==> src/rtl/disp_pkg.sv <==
// Shared definitions for the seven-segment display datapath: char width,
// digit count, blank code and scroll sequencer state encoding.
package disp_pkg;
  localparam int unsigned CHAR_W     = 4;
  localparam int unsigned NUM_DIGITS = 4;
  localparam logic [3:0]  BLANK_CHAR = 4'hF;

  typedef enum logic [1:0] {
    ST_IDLE   = 2'd0,
    ST_LOAD   = 2'd1,
    ST_READY  = 2'd2,
    ST_SCROLL = 2'd3
  } state_t;
endpackage

==> src/rtl/step_prescaler.sv <==
// Free-running step divider: while enabled, emits a one-cycle tick every
// STEP_DIV clocks; clr forces the count back to zero.
module step_prescaler #(
  parameter int unsigned STEP_DIV = 4096
) (
  input  logic clk16,
  input  logic reset,
  input  logic clr,
  input  logic en,
  output logic tick
);
  localparam int unsigned CW = (STEP_DIV > 2) ? $clog2(STEP_DIV) : 1;

  logic [CW-1:0] cnt;

  assign tick = en && (cnt == CW'(STEP_DIV - 1));

  always_ff @(posedge clk16 or posedge reset) begin
    if (reset) begin
      cnt <= '0;
    end else if (clr || !en || tick) begin
      cnt <= '0;
    end else begin
      cnt <= cnt + 1'b1;
    end
  end
endmodule

==> src/rtl/msg_scroll_ctrl.sv <==
// Scroll sequencer: buffers a message of char codes and slides a 4-char
// window across it at a fixed step rate, wrapping at the end of the message.
module msg_scroll_ctrl #(
  parameter int unsigned MSG_LEN  = 16,
  parameter int unsigned STEP_DIV = 4096,
  parameter int unsigned CHAR_W   = disp_pkg::CHAR_W
) (
  input  logic                clk16,
  input  logic                reset,
  input  logic                clear,
  input  logic                wr_valid,
  output logic                wr_ready,
  input  logic [CHAR_W-1:0]   wr_data,
  input  logic                wr_last,
  input  logic                start,
  input  logic                stop,
  output logic [4*CHAR_W-1:0] win_chars,
  output logic                busy,
  output logic                wrap_pulse
);
  import disp_pkg::*;

  localparam int unsigned AW = $clog2(MSG_LEN);
  localparam int unsigned PW = AW + 1;
  localparam logic [CHAR_W-1:0] BLANK = CHAR_W'(BLANK_CHAR);
  localparam logic [NUM_DIGITS*CHAR_W-1:0] BLANK_WIN = {NUM_DIGITS{BLANK}};

  state_t              state;
  logic [CHAR_W-1:0]   msg_buf [MSG_LEN];
  logic [PW-1:0]       wr_ptr;
  logic [PW-1:0]       msg_len;
  logic [PW-1:0]       pos;
  logic [PW-1:0]       idx;
  logic [NUM_DIGITS*CHAR_W-1:0] win_next;
  logic                beat;
  logic                tick;
  logic                div_clr;

  assign wr_ready = (state == ST_IDLE) || (state == ST_LOAD);
  assign beat     = wr_valid && wr_ready;
  assign div_clr  = clear || stop || (state != ST_SCROLL);

  step_prescaler #(.STEP_DIV(STEP_DIV)) u_prescaler (
    .clk16 (clk16),
    .reset (reset),
    .clr   (div_clr),
    .en    (state == ST_SCROLL),
    .tick  (tick)
  );

  // (pos+k) mod msg_len by repeated conditional subtract; up to three passes
  // cover messages shorter than the window.
  always_comb begin
    win_next = '0;
    idx      = '0;
    for (int unsigned k = 0; k < NUM_DIGITS; k++) begin
      idx = pos + PW'(k);
      for (int unsigned r = 0; r < NUM_DIGITS - 1; r++) begin
        if (idx >= msg_len) idx = idx - msg_len;
      end
      win_next[(NUM_DIGITS-1-k)*CHAR_W +: CHAR_W] = msg_buf[idx[AW-1:0]];
    end
  end

  always_ff @(posedge clk16 or posedge reset) begin
    if (reset) begin
      state      <= ST_IDLE;
      wr_ptr     <= '0;
      msg_len    <= '0;
      pos        <= '0;
      win_chars  <= BLANK_WIN;
      busy       <= 1'b0;
      wrap_pulse <= 1'b0;
      for (int unsigned i = 0; i < MSG_LEN; i++) msg_buf[i] <= BLANK;
    end else begin
      wrap_pulse <= 1'b0;
      if (clear) begin
        state     <= ST_IDLE;
        wr_ptr    <= '0;
        msg_len   <= '0;
        pos       <= '0;
        win_chars <= BLANK_WIN;
        busy      <= 1'b0;
      end else begin
        unique case (state)
          ST_IDLE, ST_LOAD: begin
            win_chars <= BLANK_WIN;
            if (beat) begin
              msg_buf[wr_ptr[AW-1:0]] <= wr_data;
              wr_ptr <= wr_ptr + 1'b1;
              if (wr_last || (wr_ptr == PW'(MSG_LEN - 1))) begin
                msg_len <= wr_ptr + 1'b1;
                state   <= ST_READY;
              end else begin
                state <= ST_LOAD;
              end
            end
          end
          ST_READY: begin
            win_chars <= win_next;
            if (!stop && start) begin
              state <= ST_SCROLL;
              busy  <= 1'b1;
            end
          end
          ST_SCROLL: begin
            win_chars <= win_next;
            if (stop) begin
              state <= ST_READY;
              busy  <= 1'b0;
            end else if (tick) begin
              if (pos == msg_len - 1'b1) begin
                pos        <= '0;
                wrap_pulse <= 1'b1;
              end else begin
                pos <= pos + 1'b1;
              end
            end
          end
        endcase
      end
    end
  end
endmodule

==> config.mk <==
export PLATFORM = sky130hd
export DESIGN_NAME = msg_scroll_ctrl
export DESIGN_NICKNAME = d
export VERILOG_FILES = /design/src/rtl/disp_pkg.sv /design/src/rtl/step_prescaler.sv /design/src/rtl/msg_scroll_ctrl.sv
export SDC_FILE = /design/constraint.sdc
export NUM_CORES = 1
export LEC_CHECK = 0
export CORE_ASPECT_RATIO = 1.25
export CORE_UTILIZATION = 35
export CTS_CLUSTER_DIAMETER = 40
export DETAILED_ROUTE_END_ITERATION = 10
export PLACE_DENSITY_LB_ADDON = 0.05
export RECOVER_POWER = 25
export REMOVE_ABC_BUFFERS = 1
export SLEW_MARGIN = 30
export SYNTH_ARGS = -nofsm -noshare
export SYNTH_HDL_FRONTEND = slang
export SYNTH_SLANG_ARGS = --single-unit
==> constraint.sdc <==
create_clock -name clk16 -period 17.72 [get_ports clk16]
set_clock_uncertainty 0.15 [all_clocks]
set_input_delay 2.658 -clock clk16 [delete_from_list [all_inputs] [get_ports clk16]]
set_output_delay 2.658 -clock clk16 [all_outputs]
set_load 0.02 [all_outputs]
# Yosys cells after proc, flatten, opt, wreduce, memory -nomap -nowiden

Index checks and enable logic that the tools add are counted.
Widths: inputs -> output; s select.

Add/subtract/negate cells: 18
Multiply operators: 0
Divide/modulo/power cells: 0
Order comparisons: 18
Eq/ne operators: 11
Shift-type cells: 0
Mux-type cells: 57
Bitwise gates (word level): 6
Reductions and logical operators: 27

Operators with widths:

| operator              | count |
|---|---|
| $mux 5                | 20 |
| $bmux 4 s4            | 4 |
| $bwmux 64             | 1 |
| $ge 5x5->1            | 12 |
| $mux 4                | 13 |
| $sub 5x5->5           | 8 |
| $pmux 16 s2           | 1 |
| $ge 5x5->1 const B    | 5 |
| $not 4->5             | 5 |
| $demux 4 s4           | 1 |
| $mux 16               | 1 |
| $sub 4x4->4           | 4 |
| $reduce_and 3->1      | 5 |
| $add 12x1->12 const B | 1 |
| $eq 12x12->1 const B  | 1 |
| $mux 12               | 1 |
| $add 5x1->5 const B   | 2 |
| $add 5x2->5 const B   | 2 |
| $mux 2                | 5 |
| $reduce_bool 2->1     | 5 |
| $ne 3x3->1 const B    | 3 |
| $mux 1                | 8 |
| $logic_or 1x1->1      | 6 |
| $pmux 2 s3            | 1 |
| 15 further kinds      | 22 |

Flip-flop bits (word level): 111
Latch bits: 0
Bits in writable memories: 0
Memory bits (read-only): 0
Bits of input ports: 11
Output and inout port bits: 19
Word-level logic and storage cells: 161
Memories: 0

# Logic depth before layout (Yosys ltp)

Gate-level depths: netlist (run 1).

Depth in word-level cells: 13
Depth in mapped cells: 28
Depth with buffers taken out: 25

# By module

From an unflattened synthesis (run 1), not the netlist that was laid out.

Cell total of the unflattened synthesis: 1044
Area total of the unflattened synthesis: 10187.3 um^2

By module, submodules not included:

| module          | instances | cells each | area an instance (um^2) | sequential area each (um^2) |
|---|---|---|---|---|
| msg_scroll_ctrl | 1         | 984        | 9587.9                  | 2577.5 |
| step_prescaler  | 1         | 60         | 599.3                   | 300.3 |

# Worst setup path before layout (run 1)

Ideal clock, no wire load.

Kind: register to register
Start point: register msg_len[1]
End point: register win_chars[10]
Setup time: 0.099 ns
Arrival: 5.911 ns
Required time: 17.471 ns
Setup slack: 11.560 ns
Stages on the path, launching flop included: 25
Buffers on the path: 2
Period minus slack after synthesis: 6.160 ns
Cells stage by stage: dfrtp_1 > inv_1 > ha_1 > nor2b_1 > o31a_1 > o31a_1 > mux2i_2 > ha_1 > and4_1 > nor3_1 > a21o_1 > buf_2 > o211ai_1 > o21ai_0 > ha_1 > a21o_1 > a31oi_1 > o21ai_1 > and2_1 > a211oi_2 > buf_2 > mux2i_1 > mux2i_1 > o211ai_1 > o211ai_1

Longest elaborated chain between the ends: 12
Elaborated cells on any way between the ends: 15
Those cells by class: 3 x add/sub; 3 x order compare; 8 x mux; 1 x bitwise

Ends and longest elaborated chain:

| what                                             | line                   | RTL |
|---|---|---|
| from (decl)                                      | msg_scroll_ctrl.sv:31  | `logic [PW-1:0] msg_len;` |
| from (signal assigned)                           | msg_scroll_ctrl.sv:92  | `msg_len <= wr_ptr + 1'b1;` |
| $sub 5x5->5 / $ge 5x5->1 (equally long branches) | msg_scroll_ctrl.sv:59  | `if (idx >= msg_len) idx = idx - msg_len;` |
| $mux 5                                           | msg_scroll_ctrl.sv:59  |  |
| $sub 5x5->5 / $ge 5x5->1 (equally long branches) | msg_scroll_ctrl.sv:59  |  |
| $mux 5                                           | msg_scroll_ctrl.sv:59  |  |
| $sub 4x4->4 / $ge 5x5->1 (equally long branches) | msg_scroll_ctrl.sv:59  |  |
| $mux 4 *                                         | msg_scroll_ctrl.sv:59  |  |
| $not 4->5 (not written as such) *                | msg_scroll_ctrl.sv:61  | `win_next[(NUM_DIGITS-1-k)*CHAR_W +: CHAR_W] = msg_buf[idx[AW-1:0]];` |
| $bmux 4 s4 *                                     | msg_scroll_ctrl.sv:61  |  |
| $mux 4 (not written as such) * (2 in a row)      | msg_scroll_ctrl.sv:61  |  |
| $pmux 16 s2 *                                    | msg_scroll_ctrl.sv:85  | `unique case (state)` |
| $mux 16 *                                        | msg_scroll_ctrl.sv:77  | `if (clear) begin` |
| to (signal assigned)                             | msg_scroll_ctrl.sv:100 | `win_chars <= win_next;` |
| to (signal assigned)                             | msg_scroll_ctrl.sv:107 | `win_chars <= win_next;` |
| to (decl)                                        | msg_scroll_ctrl.sv:17  | `output logic [4*CHAR_W-1:0] win_chars,` |

Every way passes the cells marked *; elsewhere a longest branch is shown, timed or not. The select of a mux whose other input is x is not followed.
A chain may end at the register's enable or synchronous reset.

# Worst setup path after layout (run 1)

Start point: register pos[0]
End point: register win_chars[0]

Longest elaborated chain between the ends: 13
Elaborated cells on any way between the ends: 16
Those cells by class: 4 x add/sub; 3 x order compare; 8 x mux; 1 x bitwise

Ends and longest elaborated chain:

| what                                             | line                   | RTL |
|---|---|---|
| from (decl)                                      | msg_scroll_ctrl.sv:32  | `logic [PW-1:0] pos;` |
| from (signal assigned)                           | msg_scroll_ctrl.sv:116 | `pos <= pos + 1'b1;` |
| $add 5x2->5 *                                    | msg_scroll_ctrl.sv:57  | `idx = pos + PW'(k);` |
| $sub 5x5->5 / $ge 5x5->1 (equally long branches) | msg_scroll_ctrl.sv:59  |  |
| $mux 5 *                                         | msg_scroll_ctrl.sv:59  |  |
| $sub 5x5->5 / $ge 5x5->1 (equally long branches) | msg_scroll_ctrl.sv:59  |  |
| $mux 5 *                                         | msg_scroll_ctrl.sv:59  |  |
| $sub 4x4->4 / $ge 5x5->1 (equally long branches) | msg_scroll_ctrl.sv:59  |  |
| $mux 4 *                                         | msg_scroll_ctrl.sv:59  |  |
| $not 4->5 (not written as such) *                | msg_scroll_ctrl.sv:61  |  |
| $bmux 4 s4 *                                     | msg_scroll_ctrl.sv:61  |  |
| $mux 4 (not written as such) * (2 in a row)      | msg_scroll_ctrl.sv:61  |  |
| $pmux 16 s2 *                                    | msg_scroll_ctrl.sv:85  |  |
| $mux 16 *                                        | msg_scroll_ctrl.sv:77  |  |

Marked as above.

==> results.toml, run 1 <==
[placement]
placed_area_um2 = 11000
globalplace.congestion = 0.849
port_buffers = 29
place_hpwl_mm = 23.7
preCtsSetupSlack_ps = 10350

[route]
vias = 8204
routed_wl_mm = 30.8
routed_via_density = 5.52
wl_per_cell_um = 20.7
route.detailed.drc = 0
dr.first_iter.drc_count = 419
drt_first_pass_iters = 5
final_antenna_net_count = 0

[timing]
tightestPinTransition_ps = 2670
slew_headroom_pct = -78.7
post-route-period-util_pct = 41.9
totalNegativeSetupSlack_ps = 0
final.setup.worst_slack_ps = 10290
fin_crit_ps = 7430
max_freq_mhz = 135
setup-violations-final = 0
slew_violations = 57
hold_viol = 0
rsz0062_at_grt = "false"

[synthesis]
synth_cell_types = 76
postSynthCellCount = 1079
ys_ff_latch = 111
ys_seq_area_share_pct = 28.0
synth.mux.area_fraction_pct = 22.1
synth_simple_gate_area_share_pct = 12.4
synth-compound-area-share_pct = 18.0
async_reset_ff_share_pct = 100
synth_xor_area_share_pct = 4.44
synth-main-ff-cell = "dfstp_2"
synth_edf_count = 0
synth_top_family_by_area = "multiplexers"
mappedNetlistArea_um2 = 10300
yosysWarnings = 0
syn_avg_cell_area_um2 = 9.51
synth_fa_ha_area_share_pct = 10.9

[layout]
multiInputGateArea_um2 = 7000
diodes = 0
fill_cells = 2978
ff_latch_area_um2 = 2880
final_area_um2 = 11300
final_common_cell = "mux2i_1"
area_growth_pct = 9.84
most-common-layout-cells = "121 x mux2i_1, 83 x mux2_2, 80 x dfstp_2"
final_nets = 1185
drive_gt1_share_pct = 19.5

[critical_path]
rr_startpoint = "pos[0]"
end_kind = "register"
arrival_ps = 7560
critPathMostFrequentCell = "ha_1"
path_cells = "inv_1, ha_1, inv_1, ha_1, and4b_1, or3_4, o22ai_2, mux2_2, ha_1, a21o_1, a31oi_1, o21ai_1, mux2_2, ha_1, a21o_1, a31oi_1, o21ai_1, a21oi_1, a21oi_4, buf_16, and2b_1, a211oi_1, a211o_1, nand4_1"
max_stage_delay_ps = 630
crit_start = "pos[0]"
cp-start-kind = "register"
required_ps = 17850
worstSetupPathType = "register to register"
worst-path-max-fanout = 21
worst_path_max_delay_cell = "dfrtp_1"

[clocking]
postCtsResizedCells = 0
clkLatencyLatePin_ps = 370
hold_buffers = 0
post_cts_buffers = 0
cts_root_buf = "clkbuf_16"
cts.sinks = 111
h-tree-depth = 3
clk_path_buf_depth = 2
cts_tree = "done"
cts_buffers = 9
cts.reportedPaths.clkPinSlew_ps = 80

[floorplanning]
initial_core_util_pct = 35.8
coreArea_um2 = 28700
rows = 69
die_h_um = 193
io-pin-count = 30
die_w_um = 155
die-area_um2 = 30000

[status]
violations = "max-capacitance violations, max-slew violations"
outcome = "finished with violations"

[global_routing]
first_global_vias = 8391
track_usage_pct = 21.0
grt_pass1_wl_mm = 48.1
antenna_found_initial = 0
grt_max_degree = 57
globalRouteOverflowTotal = 0

[power]
p_per_area_nw_per_um2 = 153
finalPower_w = 0.00173
power_leakage_nw = 4.86
ir_worst_vdd_v = 0.0000866

[job]
maxCapViolCount = 1

[min_path]
hold_path.class = "register to register"
min-delay-start = "u_prescaler.cnt[0]"
cell usage after synthesis, types with 8 or more instances:
library cell  count  area [um2]
mux2i_1         121        1210
mux2_2           83         935
dfstp_2          80        2100
ha_1             70         876
nor2_1           70         263
nand2_1          65         244
a21oi_1          54         270
inv_1            50         188
o21ai_0          37         185
nand3_1          34         170
dfrtp_1          31         776
xnor2_1          31         272
o211ai_1         25         188
a21o_1           24         180
clkbuf_1         22        82.6
nor2b_1          21         131
xor2_1           21         184
a22oi_1          18         135
a211oi_1         15         113
nor3_1           15        75.1
o21a_1           14         105
fa_1             12         240
a31oi_1          11        68.8
nand2b_1         11        68.8
o22ai_1          10        62.6
a211o_1           8        70.1
a2bb2oi_1         8        70.1
cell type report:
type,count,area share [%]
inverters,51,1.71
clock inverters,5,0.666
repair buffers,42,3.62
clock buffers,11,2.06
multi-input cells,877,62.1
well taps,390,4.33
flip-flops and latches,111,25.5
logic make-up (layout without fill, tap and decap cells):
group	count (synthesis)	count (layout)
compound gates	270	270
simple gates	260	260
mux	213	213
flops	111	111
buf+inv	91	109
fa+ha+maj	82	82
xor+xnor	52	52
critical path: cells and delay by family (launching register included):
kind                     cells  cell delay (ps)
buffers and inverters        3              690
AO/OA/AOI/OAI               11             2640
AND/OR/NAND/NOR              4              870
adder cells (fa/ha/maj)      4             1530
flip-flops                   1              630
multiplexers                 2              820
metal layers:
metal  GRT usage (%)  share of wire, %  up-vias
li1                -                 -     4026
met1            25.2                42     3991
met2            38.0                52      136
met3            1.95               2.7       51
met4            9.01               3.3        0
met5               0                 0        -
registers in the layout, summed over array words and instances (netlist names):
register	flops
busy	1
msg_buf	64
msg_len	5
pos	5
state	2
u_prescaler.cnt	12
win_chars	16
wr_ptr	5
wrap_pulse	1
final timing paths:
path | endpoint | slack [ps] | depth (start not counted)
setup / recovery | win_chars[0] | 10290 | 24
hold / removal | u_prescaler.cnt[0] | 340 | 1
setup reg to reg | win_chars[0] | 10290 | 24
hold reg to reg | u_prescaler.cnt[0] | 340 | 1
max in group asynchronous | msg_buf[26] | 12460 | 3
min in group asynchronous | u_prescaler.cnt[2] | 3330 | 2
metrics by stage:
step                hold slack, ps  utilization, %  cells
CTS                            345            39.3   1487
global placement               331            38.1   1470
global route                   377            39.3   1487
floorplan                      297               -   1039
finish                         342            39.3   1487
detailed placement             334            38.3   1471
where the power goes:
part           switching, W  total, W  internal, W
Combinational      0.000700   0.00119     0.000489
Sequential        0.0000252  0.000320     0.000295
Clock              0.000105  0.000218     0.000113
Note: power is estimated with default switching activity, not from simulation.
==> inputs of run 2 (changes only) <==
==> constraint.sdc (replaced) <==
create_clock -name clk16 -period 6.2 [get_ports clk16]
set_clock_uncertainty 0.15 [all_clocks]
set_input_delay 0.93 -clock clk16 [delete_from_list [all_inputs] [get_ports clk16]]
set_output_delay 0.93 -clock clk16 [all_outputs]
set_load 0.02 [all_outputs]
==> run 2 against run 1 <==
Effect of this change: the flow still finishes with violations (max-capacitance violations, max-slew violations); combinational power grew to 3.4 times the previous value; global-route usage grew 0.56 points; die area unchanged; maximum frequency increased by 25%; critical endpoint is now win_chars[1]; largest power group unchanged; highest routed layer unchanged.
==> results.toml, run 2 (synthesis results as in run 1) <==
[route]
dr.first_iter.drc_count = 404
wl_per_cell_um = 20.3
routed_via_density = 5.47
final_antenna_net_count = 0
vias = 8626
drt_first_pass_iters = 5
routed_wl_mm = 32.0
route.detailed.drc = 0

[critical_path]
cp.depth = 24
cp.buffers_inverters = 2
required_ps = 6330
end_kind = "register"
crit_start = "pos[2]"
arrival_ps = 6050
worst_path_max_delay_cell = "dfrtp_1"
cp-start-kind = "register"
reg2reg_depth = 24
worstSetupPathType = "register to register"
rr_endpoint = "win_chars[1]"
rr_startpoint = "pos[2]"
path_cells = "buf_4, ha_1, a21oi_1, xnor2_1, ha_1, and4b_1, or3_4, o22ai_2, mux2_2, ha_4, a21o_1, a31oi_2, o21ai_2, mux2_2, ha_1, a21o_1, a31oi_1, o21ai_2, nor2b_1, a21oi_4, buf_12, mux2_2, o211ai_1, nand4_1"
reg2reg_setup_slack_ps = 280
cpLargestDelayFamily = "compound AO/OA/AOI/OAI gates"
worst-path-max-fanout = 17
max_stage_delay_ps = 410
endpoint = "win_chars[1]"

[global_routing]
first_global_vias = 8784
grt_max_degree = 58
antenna_found_initial = 0
globalRouteOverflowTotal = 0
track_usage_pct = 21.6
grt_pass1_wl_mm = 49.7

[layout]
final_common_cell = "mux2i_1"
reg.largest.list = "msg_buf x64, win_chars x16, u_prescaler.cnt x12"
diodes = 0
top_register = "msg_buf"
most-common-layout-cells = "121 x mux2i_1, 92 x buf_4, 83 x mux2_2"
drive_gt1_share_pct = 27.7
fill_cells = 2862
fin_util_pct = 42.4
largest_reg_flops = 64
final_nets = 1275
area_growth_pct = 18.3

[min_path]
hold_path.class = "register to register"
min-delay-start = "u_prescaler.cnt[0]"

[timing]
setup-violations-final = 0
slew_headroom_pct = -75.9
hold_viol = 0
slew_violations = 56
post-route-period-util_pct = 95.5
tightestPinTransition_ps = 2620
holdWs_ps = 336
fin_crit_ps = 5920
max_freq_mhz = 169

[floorplanning]
die-area_um2 = 30000
rows = 69
coreArea_um2 = 28700
die_h_um = 193
die_w_um = 155
initial_core_util_pct = 35.8
io-pin-count = 30

[clocking]
hold_buffers = 0
clkLatencyLatePin_ps = 360
clk_path_buf_depth = 2
cts.sinks = 111
cts_tree = "done"
cts_buffers = 9
cts.reportedPaths.clkPinSlew_ps = 80
cts_root_buf = "clkbuf_16"
h-tree-depth = 3

[placement]
globalplace.congestion = 0.870
place_hpwl_mm = 24.7
port_buffers = 29

[power]
power_leakage_nw = 5.34
ir_worst_vdd_v = 0.000229
p_per_area_nw_per_um2 = 459

[status]
violations = "max-capacitance violations, max-slew violations"
outcome = "finished with violations"

[job]
maxCapViolCount = 1
[run 2: timing repair]
action	CTS	global route
endpoints found under the setup margin	0	16
setup buffers	0	16
gates resized for setup	0	30
[run 2: stage by stage]
stage / total power, W / TNS [ps] / instance area, um2 / worst slack, ps / cells
after floorplan: 0.00342 / -13900 / 10000 / -1510 / 1039
after global placement: 0.00464 / 0 / 11500 / 107 / 1542
after detailed placement: 0.00464 / 0 / 11500 / 50.8 / 1542
after CTS: 0.00525 / 0 / 11800 / 7.00 / 1558
after global routing: 0.00595 / -65.2 / 12100 / -28.4 / 1577
final: 0.00557 / 0 / 12100 / 282 / 1577
[run 2: per-layer routing]
| layer | GRT usage [%] | vias to the layer above | wire (um) |
|---|---|---|---|
| li1 | - | 4198 | - |
| met1 | 25.9 | 4213 | 13700 |
| met2 | 38.1 | 153 | 16300 |
| met3 | 2.17 | 62 | 694 |
| met4 | 10.8 | 0 | 1420 |
| met5 | 0 | - | 0 |
[run 2: worst min path at each step]
stage,end,depth (start not counted),slack [ps]
2_1_floorplan,u_prescaler.cnt[0],1,300
4_1_cts,u_prescaler.cnt[0],1,340
5_1_grt,u_prescaler.cnt[0],1,370
6_report,u_prescaler.cnt[0],1,340
3_5_place_dp,u_prescaler.cnt[0],1,330
3_3_place_gp,u_prescaler.cnt[0],1,330
[run 2: area by class of cell]
class | count | area [um2] | share of cell area, %
Clock buffer | 11 | 243 | 2.00
Sequential cell | 111 | 2880 | 23.7
Timing Repair Buffer | 132 | 1180 | 9.74
Tap cell | 390 | 488 | 4.02
Multi-Input combinational cell | 877 | 7120 | 58.6
Clock inverter | 5 | 40.0 | 0.330
Inverter | 51 | 193 | 1.59
[run 2: power breakdown]
part,switching (W),total (W),leakage [nW],internal (W)
registers,0.0000739,0.000918,1.26,0.000844
clock network,0.000287,0.000576,0.142,0.000288
logic,0.00216,0.00408,3.94,0.00191
